--- config.mk ---
export PLATFORM = sky130hd
export DESIGN_NAME = engine_loop_sequencer
export DESIGN_NICKNAME = d
export VERILOG_FILES = /design/src/rtl/engine_loop_sequencer.sv
export SDC_FILE = /design/constraint.sdc
export NUM_CORES = 1
export LEC_CHECK = 0
export CELL_PAD_IN_SITES_DETAIL_PLACEMENT = 1
export CELL_PAD_IN_SITES_GLOBAL_PLACEMENT = 1
export CORE_MARGIN = 1.5
export CORE_UTILIZATION = 45
export DETAILED_ROUTE_END_ITERATION = 10
export GPL_TIMING_DRIVEN = 0
export PLACE_DENSITY = 0.84
export SYNTH_ARGS = -nofsm -noshare
export SYNTH_HDL_FRONTEND = slang
export SYNTH_SLANG_ARGS = --single-unit
--- constraint.sdc ---
create_clock -name clk_i -period 9.7 [get_ports clk_i]
set_input_delay 1.94 -clock clk_i [delete_from_list [all_inputs] [get_ports clk_i]]
set_output_delay 1.94 -clock clk_i [all_outputs]
set_load 0.02 [all_outputs]
--- src/rtl/engine_loop_sequencer.sv ---
// Nested N-level loop controller around an ap_start/ap_ready/ap_done engine.
// Two nested counter sets track accepted inputs (ready) and completed iterations (done).
module engine_loop_sequencer #(
    parameter int NUM_LEVELS = 2,
    parameter int CNT_W      = 16
) (
    input  logic                        clk_i,
    input  logic                        rst_i,
    input  logic                        clear_i,
    input  logic                        start_i,
    input  logic [NUM_LEVELS*CNT_W-1:0] max_i,
    output logic                        low_start_o,
    input  logic                        low_ready_i,
    input  logic                        low_done_i,
    output logic                        idle_o,
    output logic                        ready_o,
    output logic                        done_o,
    output logic [NUM_LEVELS*CNT_W-1:0] iter_idx_o,
    output logic [1:0]                  err_o
);

    typedef enum logic [1:0] {
        ST_IDLE  = 2'd0,
        ST_RUN   = 2'd1,
        ST_DRAIN = 2'd2,
        ST_DONE  = 2'd3
    } state_e;

    typedef logic [NUM_LEVELS-1:0][CNT_W-1:0] cnt_t;

    state_e     state_q, state_d;
    cnt_t       max_q, max_d;
    cnt_t       rcnt_q, rcnt_d;
    cnt_t       dcnt_q, dcnt_d;
    logic [1:0] err_q, err_d;
    cnt_t       max_in_s;
    logic       r_last_s, d_last_s, zero_trip_s, ready_s;

    // Odometer increment: each level wraps at lim-1 and carries upward.
    function automatic cnt_t cnt_next(input cnt_t cnt, input cnt_t lim);
        cnt_t nxt;
        logic carry;
        nxt   = cnt;
        carry = 1'b1;
        for (int k = 0; k < NUM_LEVELS; k++) begin
            if (carry) begin
                if (cnt[k] == lim[k] - CNT_W'(1)) begin
                    nxt[k] = '0;
                end else begin
                    nxt[k] = cnt[k] + CNT_W'(1);
                    carry  = 1'b0;
                end
            end else begin
                nxt[k] = cnt[k];
            end
        end
        return nxt;
    endfunction

    function automatic logic all_last(input cnt_t cnt, input cnt_t lim);
        logic res;
        res = 1'b1;
        for (int k = 0; k < NUM_LEVELS; k++) begin
            if (cnt[k] != lim[k] - CNT_W'(1)) begin
                res = 1'b0;
            end else begin
                res = res;
            end
        end
        return res;
    endfunction

    function automatic logic any_zero(input cnt_t lim);
        logic res;
        res = 1'b0;
        for (int k = 0; k < NUM_LEVELS; k++) begin
            if (lim[k] == CNT_W'(0)) begin
                res = 1'b1;
            end else begin
                res = res;
            end
        end
        return res;
    endfunction

    assign max_in_s    = max_i;
    assign r_last_s    = all_last(rcnt_q, max_q);
    assign d_last_s    = all_last(dcnt_q, max_q);
    assign zero_trip_s = any_zero(max_in_s);

    // Next-state, counter and error-flag logic.
    always_comb begin
        state_d = state_q;
        max_d   = max_q;
        rcnt_d  = rcnt_q;
        dcnt_d  = dcnt_q;
        err_d   = err_q;
        ready_s = 1'b0;
        if (clear_i) begin
            state_d = ST_IDLE;
            rcnt_d  = '0;
            dcnt_d  = '0;
        end else begin
            case (state_q)
                ST_IDLE: begin
                    if (start_i) begin
                        max_d  = max_in_s;
                        rcnt_d = '0;
                        dcnt_d = '0;
                        if (zero_trip_s) begin
                            state_d = ST_DONE;
                            err_d   = 2'b01;
                        end else begin
                            state_d = ST_RUN;
                            err_d   = 2'b00;
                        end
                    end else begin
                        state_d = ST_IDLE;
                    end
                    if (low_ready_i || low_done_i) begin
                        err_d[1] = 1'b1;
                    end else begin
                        err_d[1] = err_d[1];
                    end
                end
                ST_RUN: begin
                    if (low_ready_i) begin
                        rcnt_d  = cnt_next(rcnt_q, max_q);
                        ready_s = r_last_s;
                    end else begin
                        rcnt_d = rcnt_q;
                    end
                    if (low_done_i) begin
                        dcnt_d = cnt_next(dcnt_q, max_q);
                    end else begin
                        dcnt_d = dcnt_q;
                    end
                    // A same-cycle final done skips the drain phase entirely.
                    if (low_ready_i && r_last_s) begin
                        state_d = (low_done_i && d_last_s) ? ST_DONE : ST_DRAIN;
                    end else begin
                        state_d = ST_RUN;
                    end
                end
                ST_DRAIN: begin
                    if (low_ready_i) begin
                        err_d[1] = 1'b1;
                    end else begin
                        err_d[1] = err_q[1];
                    end
                    if (low_done_i) begin
                        dcnt_d  = cnt_next(dcnt_q, max_q);
                        state_d = d_last_s ? ST_DONE : ST_DRAIN;
                    end else begin
                        state_d = ST_DRAIN;
                    end
                end
                ST_DONE: begin
                    state_d = ST_IDLE;
                    if (low_ready_i || low_done_i) begin
                        err_d[1] = 1'b1;
                    end else begin
                        err_d[1] = err_q[1];
                    end
                end
                default: begin
                    state_d = ST_IDLE;
                end
            endcase
        end
    end

    // State, trip-count latch, counters and sticky error flags.
    always_ff @(posedge clk_i or posedge rst_i) begin
        if (rst_i) begin
            state_q <= ST_IDLE;
            max_q   <= '0;
            rcnt_q  <= '0;
            dcnt_q  <= '0;
            err_q   <= 2'b00;
        end else begin
            state_q <= state_d;
            max_q   <= max_d;
            rcnt_q  <= rcnt_d;
            dcnt_q  <= dcnt_d;
            err_q   <= err_d;
        end
    end

    assign idle_o      = (state_q == ST_IDLE);
    assign low_start_o = (state_q == ST_RUN);
    assign done_o      = (state_q == ST_DONE);
    assign ready_o     = ready_s;
    assign iter_idx_o  = dcnt_q;
    assign err_o       = err_q;

endmodule

==> run metrics, run 1 <==
status=completed; Fmax achieved=about 0.15 GHz; Die Area=0.0172 mm²; synthesized-area fraction occupied by and/or/nand/nor cells=between 20% and 30%; number of clock buffers inserted by TritonCTS=9; number of different library cells in the post-synthesis netlist=between 70 and 80; max-slew violation count=0; IR Drop Worst-Case VDD=0.136 mV; data required time at the worst endpoint=7.76 ns; number of antenna violations at the first check in global routing=0; worst path arrival time=4.57 ns; wire length the detailed router placed on met1=roughly 9800 µm; total number of vias=around 6.9k; register bit total from synthesis=100; async set-or-reset flop fraction in the synthesized netlist=100%; number of search-and-repair iterations in the first detailed-routing pass=4; adder-cell share of the synthesized area=1.70%; complex-gate fraction of the synthesized area=18.1%; remaining global-route overflow=0; main combinational cell family by area after synthesis=simple AND/OR/NAND/NOR gates; power density cells=around 240 mW/mm²; leading area contributor after synthesis=dfrtp_1; Period minus WS final=6.51 ns; most common cell after layout, fill and taps aside=dfrtp_1; Area contributors post-synth=dfrtp_1 (34%), xnor2_1 (5.9%), mux2_2 (4.7%); total global-route track usage=27.8%; number of cells after detailed placement=about 1.1k; class of the tightest hold or removal check=reg -> reg; P_leak=3.42 nW; nets in the synthesized netlist=between 800 and 900; clock tree from TritonCTS=done; cts repair resizes=0; clock tree skew after final layout=0.00699 ns; share of post-route cells with drive strength above 1=9.75%; Place WS=roughly 3.6 ns; maximum number of pins on one net before global-route repair=67; RSZ-0062 raised after global routing=false; post-detail-place hpwl=17,400 µm; maximum capacitance violations=0; most frequent cells in the layout=dfrtp_1 (100), nor2_1 (75), clkdlybuf4s50_1 (75); kind of critical path=reg -> out; Area after DPL=0.00843 mm²; FILL cells=1,922; mapped cell area=0.00738 mm²; number of standard cells in the layout, taps in and fillers out=1,149; Post-CTS Setup Bufs=0; Antenna Nets Post-Route=0; Cells after Synth=842; wire length reported by the detailed router=22,800 µm; total length of routed met3 wires=about 760 µm; number of top-level design ports=76; # DRC=0; CP max FO=9; total number of yosys warnings=0; clock insertion delay at the later pin of the skew report=~0.36 ns; total negative slack for setup checks=0 ns; clock slew at the register clock pins of the worst setup and hold paths=0.07 ns; Max-Slew Margin vs Limit=34.2%; sequential area share after synthesis=33.9%; die span in y=131 µm; initial detailed-routing violation count=450; met2 WL post-DR=11,600 µm; first-pass GRT wire length=37,000 µm; Std-Cell Rows=46; Diodes inserted=0; H-Tree Depth=3; mux contribution to synthesized area=5.14%; Final Hold Vio Count=0; Clock Tree Buf Depth=2; Seq. cell area=approximately 0.0025 mm²; finished layout cell area=0.00870 mm²; Layout area overhead=17.9%; number of hold buffers added after cts=0; Tightest Pin Transition=0.985 ns; routed wirelength normalized by instance count=around 20 µm; input/output buffers=between 70 and 80; area share of the leading cell type in the synthesized netlist=33.9%; detail-routed via count per cell=5.99; vias in the first global route=7,084; kind of end point of the critical path=output port; initial cell density of the core=46.3%; placeable core area=0.0159 mm²; DIE WIDTH=131 µm; Setup-failing EPs final=0; worst hold-check slack=0.540 ns; most frequently used flop master after synthesis=dfrtp_1; post-synthesis average cell area=8.76 µm²; root cell of the clock tree=clkbuf_16; setup slack of the critical path after layout=between 3 and 4 ns; post-synthesis share of cell area spent on xor and xnor gates=10.6%; startpoint types=flop; clk sinks=100; final clock period utilization by the worst path=about 67%; final estimated routing congestion in global placement=0.862; number of enable flip-flop cells after synthesis=0; multi-input gate area in the final layout=0.00457 mm²; Top Layer Used=met4; Final nets=slightly below 1k
where the power goes:
part	internal [mW]	switching [mW]
Combinational	0.446	0.686
Clock	0.180	0.167
Sequential	0.499	0.0953
Total	1.12	0.948
through the flow:
step / total power [mW] / util [%]
after floorplan: 1.39 / -
after global placement: 1.68 / 52.7
after detailed placement: 1.71 / 52.9
after CTS: 2.08 / 54.6
after global routing: 2.21 / 54.6
final: 2.07 / 54.6
cell usage after synthesis (6+ instances only):
cell type / number
a211oi_1: 7
nor3_1: 24
clkbuf_1: 40
dfrtp_1: 100
nand3_1: 37
nand2b_1: 10
inv_1: 20
a21o_1: 13
a22o_1: 19
and3_1: 20
xor2_1: 37
o21ai_0: 35
nand3b_1: 8
nand4_1: 19
mux2_2: 31
buf_2: 9
a2111oi_0: 6
nand2_1: 62
ha_1: 10
a21oi_1: 19
a31oi_1: 14
and2_1: 6
nor2b_1: 16
or4_1: 9
nor2_1: 75
a21bo_2: 7
xnor2_1: 50
or3_1: 9
nor3b_1: 6
nor4_1: 24
area by class of cell:
type | count | area share (%)
multi-input combinational | 667 | 52.5
sequential | 100 | 28.8
timing repair buffer | 76 | 8.95
tap | 216 | 3.11
clock buffer | 11 | 2.79
buffer | 55 | 2.68
inverter | 20 | 0.892
clock inverter | 4 | 0.302
flip-flops by register name (all words and copies together), names as in the netlist:
name        cells
max_q          32
err_o           2
iter_idx_o     32
rcnt_q         32
state_q         2
final timing paths:
path / from / cells after the start / endpoint / slack, ns
min in group asynchronous: rst_i / 2 / iter_idx_o[12]$_DFFE_PP0P_ / 1.96
setup / recovery: max_q[4]$_DFFE_PP0P_ / 10 / ready_o / 3.19
hold / removal: err_o[1]$_DFFE_PP0P_ / 2 / err_o[1]$_DFFE_PP0P_ / 0.54
max in group asynchronous: rst_i / 3 / rcnt_q[22]$_DFFE_PP0P_ / 7.03
hold reg to reg: err_o[1]$_DFFE_PP0P_ / 2 / err_o[1]$_DFFE_PP0P_ / 0.54
setup reg to reg: max_q[4]$_DFFE_PP0P_ / 10 / rcnt_q[15]$_DFFE_PP0P_ / 5.53
critical path: stages, from the launching register on:
cell and delay [ns]:
dfrtp_1 0.37, clkbuf_1 0.24, nor4_2 0.50, nand2_1 0.35, nor3_1 0.59, xnor3_1 0.22, or4b_2 0.70, nor2_1 0.31
nand3_1 0.11, nor2_1 0.17, clkdlybuf4s50_1 0.63
cell families after synthesis:
| kind of cell | after synthesis |
|---|---|
| DFF | 100 |
| xor gates and xnor gates | 88 |
| AOI/OAI and AO/OA | 180 |
| adders and majority gates | 10 |
| and+or+nand+nor | 355 |
| buffers and inverters | 75 |
| muxes | 34 |
layer usage:
metal,global-route usage [%],up-vias
li1,-,3280
met1,34.0,3413
met2,49.9,139
met3,3.42,48
met4,10.5,0
met5,0,-
Power figures use the tool's default switching activity.
==> run 2: changes to the inputs <==
--- a/config.mk
+++ b/config.mk
@@ -8,10 +8,10 @@
 export CELL_PAD_IN_SITES_DETAIL_PLACEMENT = 1
 export CELL_PAD_IN_SITES_GLOBAL_PLACEMENT = 1
 export CORE_MARGIN = 1.5
-export CORE_UTILIZATION = 45
+export CORE_UTILIZATION = 44
 export DETAILED_ROUTE_END_ITERATION = 10
 export GPL_TIMING_DRIVEN = 0
-export PLACE_DENSITY = 0.84
+export PLACE_DENSITY = 0.83
 export SYNTH_ARGS = -nofsm -noshare
 export SYNTH_HDL_FRONTEND = slang
 export SYNTH_SLANG_ARGS = --single-unit
==> constraint.sdc (replaced) <==
create_clock -name clk_i -period 6.45 [get_ports clk_i]
set_input_delay 1.29 -clock clk_i [delete_from_list [all_inputs] [get_ports clk_i]]
set_output_delay 1.29 -clock clk_i [all_outputs]
set_load 0.02 [all_outputs]
==> run metrics, run 2 (synthesized netlist as in run 1, its figures left out) <==
r2r endpoint=rcnt_q[11]$_DFFE_PP0P_; H-Tree Depth=3 (unchanged); Reg-to-Reg Start=max_q[4]$_DFFE_PP0P_; DIE WIDTH=132 µm (+1.1%); largest incremental delay on the critical path=0.73 ns (+0.03 ns); Final nets=977 (unchanged); clock slew at the register clock pins of the worst setup and hold paths=0.07 ns (about the same); worst path arrival time=4.49 ns (-0.08 ns); cts repair resizes=0 (unchanged); Place WS=1.06 ns (-2.55 ns); die span in y=132 µm (+1.1%); crit-path cells=clkbuf_1 -> nor4_2 -> nand2_1 -> nor3_1 -> xnor3_1 -> or4b_2 -> nor2_1 -> nand3_1 -> nor2_1 -> clkdlybuf4s50_1; most repeated library cell on the critical path=nor2_1; wire length reported by the detailed router=23,500 µm (+3.1%); status=completed; final clock period utilization by the worst path=about nine tenths; sequential power share=28.3% (-0.4 points); Switching Fraction=45.6% (-0.13 points); clock tree skew after final layout=0.00742 ns (+0.000434 ns); Final Hold Vio Count=0 (unchanged); number of hold buffers added after cts=0 (unchanged); P_leak=3.43 nW (+0.31%); maximum capacitance violations=0 (unchanged); Die Area=0.0176 mm² (+2.2%); Period minus WS final=5.78 ns; combinational share of power=54.3% (-0.3 points); FILL cells=1,948 (+1.4%); post-layout power=3.16 mW (+53%); RSZ-0062 raised after global routing=false; clk sinks=100 (unchanged); root cell of the clock tree=clkbuf_16; placeable core area=0.0165 mm² (+3.3%); number of antenna violations at the first check in global routing=0 (unchanged); switching power total=1.44 mW (+52%); vias in the first global route=7,250 (+2.3%); Std-Cell Rows=47 (+2.2%); # DRC=0 (unchanged); post-detail-place hpwl=17,900 µm (+2.9%); total global-route track usage=27.6% (-0.19 points); Critical path origin=max_q[4]$_DFFE_PP0P_; number of search-and-repair iterations in the first detailed-routing pass=4 (unchanged); detail-routed via count per cell=6.03 (+0.67%); total negative slack for setup checks=0 ns (unchanged); number of clock buffers inserted by TritonCTS=9 (unchanged); share of post-route cells with drive strength above 1=9.75% (unchanged); Layout area overhead=18.1%; Fmax achieved=approximately 0.17 GHz; power density cells=363 mW/mm² (+52%); startpoint types=flop; Setup-failing EPs final=0 (unchanged); CP max FO=9 (unchanged); Antenna Nets Post-Route=0 (unchanged); hold_sp=err_o[1]$_DFFE_PP0P_; highest-delay cell along the critical path=or4b_2; total number of vias=6,950 (+1.0%); first-pass GRT wire length=38,300 µm (+3.4%); IR Drop Worst-Case VDD=0.210 mV (+54%); Critical Path Sink=ready_o; maximum number of pins on one net before global-route repair=52 (-22%); final estimated routing congestion in global placement=0.868 (+0.73%); max-slew violation count=0 (unchanged); data required time at the worst endpoint=5.16 ns (-2.60 ns); initial cell density of the core=44.8% (-1.5 points); Diodes inserted=0 (unchanged); Internal Power=1.72 mW (+53%); input/output buffers=75 (unchanged); kind of end point of the critical path=output port; initial detailed-routing violation count=323 (-28%); Tightest Pin Transition=1.16 ns (+0.175 ns); Clock Power Share=17.5% (+0.8 points); Post-CTS Setup Bufs=0 (unchanged); remaining global-route overflow=0 (unchanged); slack of the worst reg-to-reg path=2.28 ns (-3.25 ns); routed wirelength normalized by instance count=20.4 µm (+2.8%); Clock Tree Buf Depth=2 (unchanged); most common cell after layout, fill and taps aside=dfrtp_1; number of top-level design ports=76 (unchanged); path depth of the worst reg2reg path=10 (unchanged); kind of critical path=reg -> out; clock insertion delay at the later pin of the skew report=0.36 ns (about the same); most frequent cells in the layout=dfrtp_1 (100), nor2_1 (75), clkdlybuf4s50_1 (75); setup slack of the critical path after layout=0.669 ns (-2.53 ns); Max-Slew Margin vs Limit=22.0% (-12 points); clock tree from TritonCTS=done; class of the tightest hold or removal check=reg -> reg
run 2: cell types whose count changed in the layout (fill, tap and decap cells not counted):
| cell | delta |
|---|---|
| clkinv_2 | +1 |
| clkinvlp_4 | -1 |
| clkbuf_8 | -1 |
| bufinv_16 | +1 |
run 2: worst min path at each step:
stage                        endpoint  cells past startpoint
2_1_floorplan  rcnt_q[26]$_DFFE_PP0P_                      1
3_3_place_gp     err_o[1]$_DFFE_PP0P_                      2
3_5_place_dp     err_o[1]$_DFFE_PP0P_                      2
4_1_cts          err_o[1]$_DFFE_PP0P_                      2
5_1_grt        rcnt_q[26]$_DFFE_PP0P_                      1
6_report         err_o[1]$_DFFE_PP0P_                      2
run 2: per-layer routing:
metal	routed length [µm]	global-route usage, %	up-vias
met5	0	0	-
met4	519	8.00	0
met3	986	4.67	37
met2	12100	49.9	134
met1	9870	33.7	3520
li1	-	-	3259
run 2: stage by stage:
step	hold slack (ns)	instances	utilization, %	cell area, µm²
after global routing	0.568	1153	52.9	8720
final	0.540	1153	52.9	8720
after CTS	0.545	1153	52.9	8720
after global placement	0.524	1137	51.0	8400
after floorplan	0.483	842	-	7380
after detailed placement	0.529	1138	51.2	8430
run 2: area by class of cell:
class                      instances  area, µm²  share of cell area (%)
tap                              220        275                    3.16
timing repair buffer              76        778                    8.93
sequential                       100       2500                    28.7
multi-input combinational        667       4570                    52.4
inverter                          20       77.6                   0.890
buffer                            55        233                    2.67
clock buffer                      10        229                    2.63
clock inverter                     5       53.8                   0.617
run 2: power by group through the flow:
stage	clock network (mW)	logic, mW	registers [mW]
floorplan	0	1.22	0.871
global placement	0	1.63	0.898
global route	0.580	1.88	0.911
CTS	0.565	1.70	0.893
detailed placement	0	1.68	0.903
finish	0.552	1.72	0.894
run 2: critical path, delay by kind of cell, from the launching register on:
kind	cells	cell delay, ns
flip-flops	1	0.36
AND/OR/NAND/NOR	7	2.65
XOR/XNOR	1	0.22
buffers and inverters	2	0.91
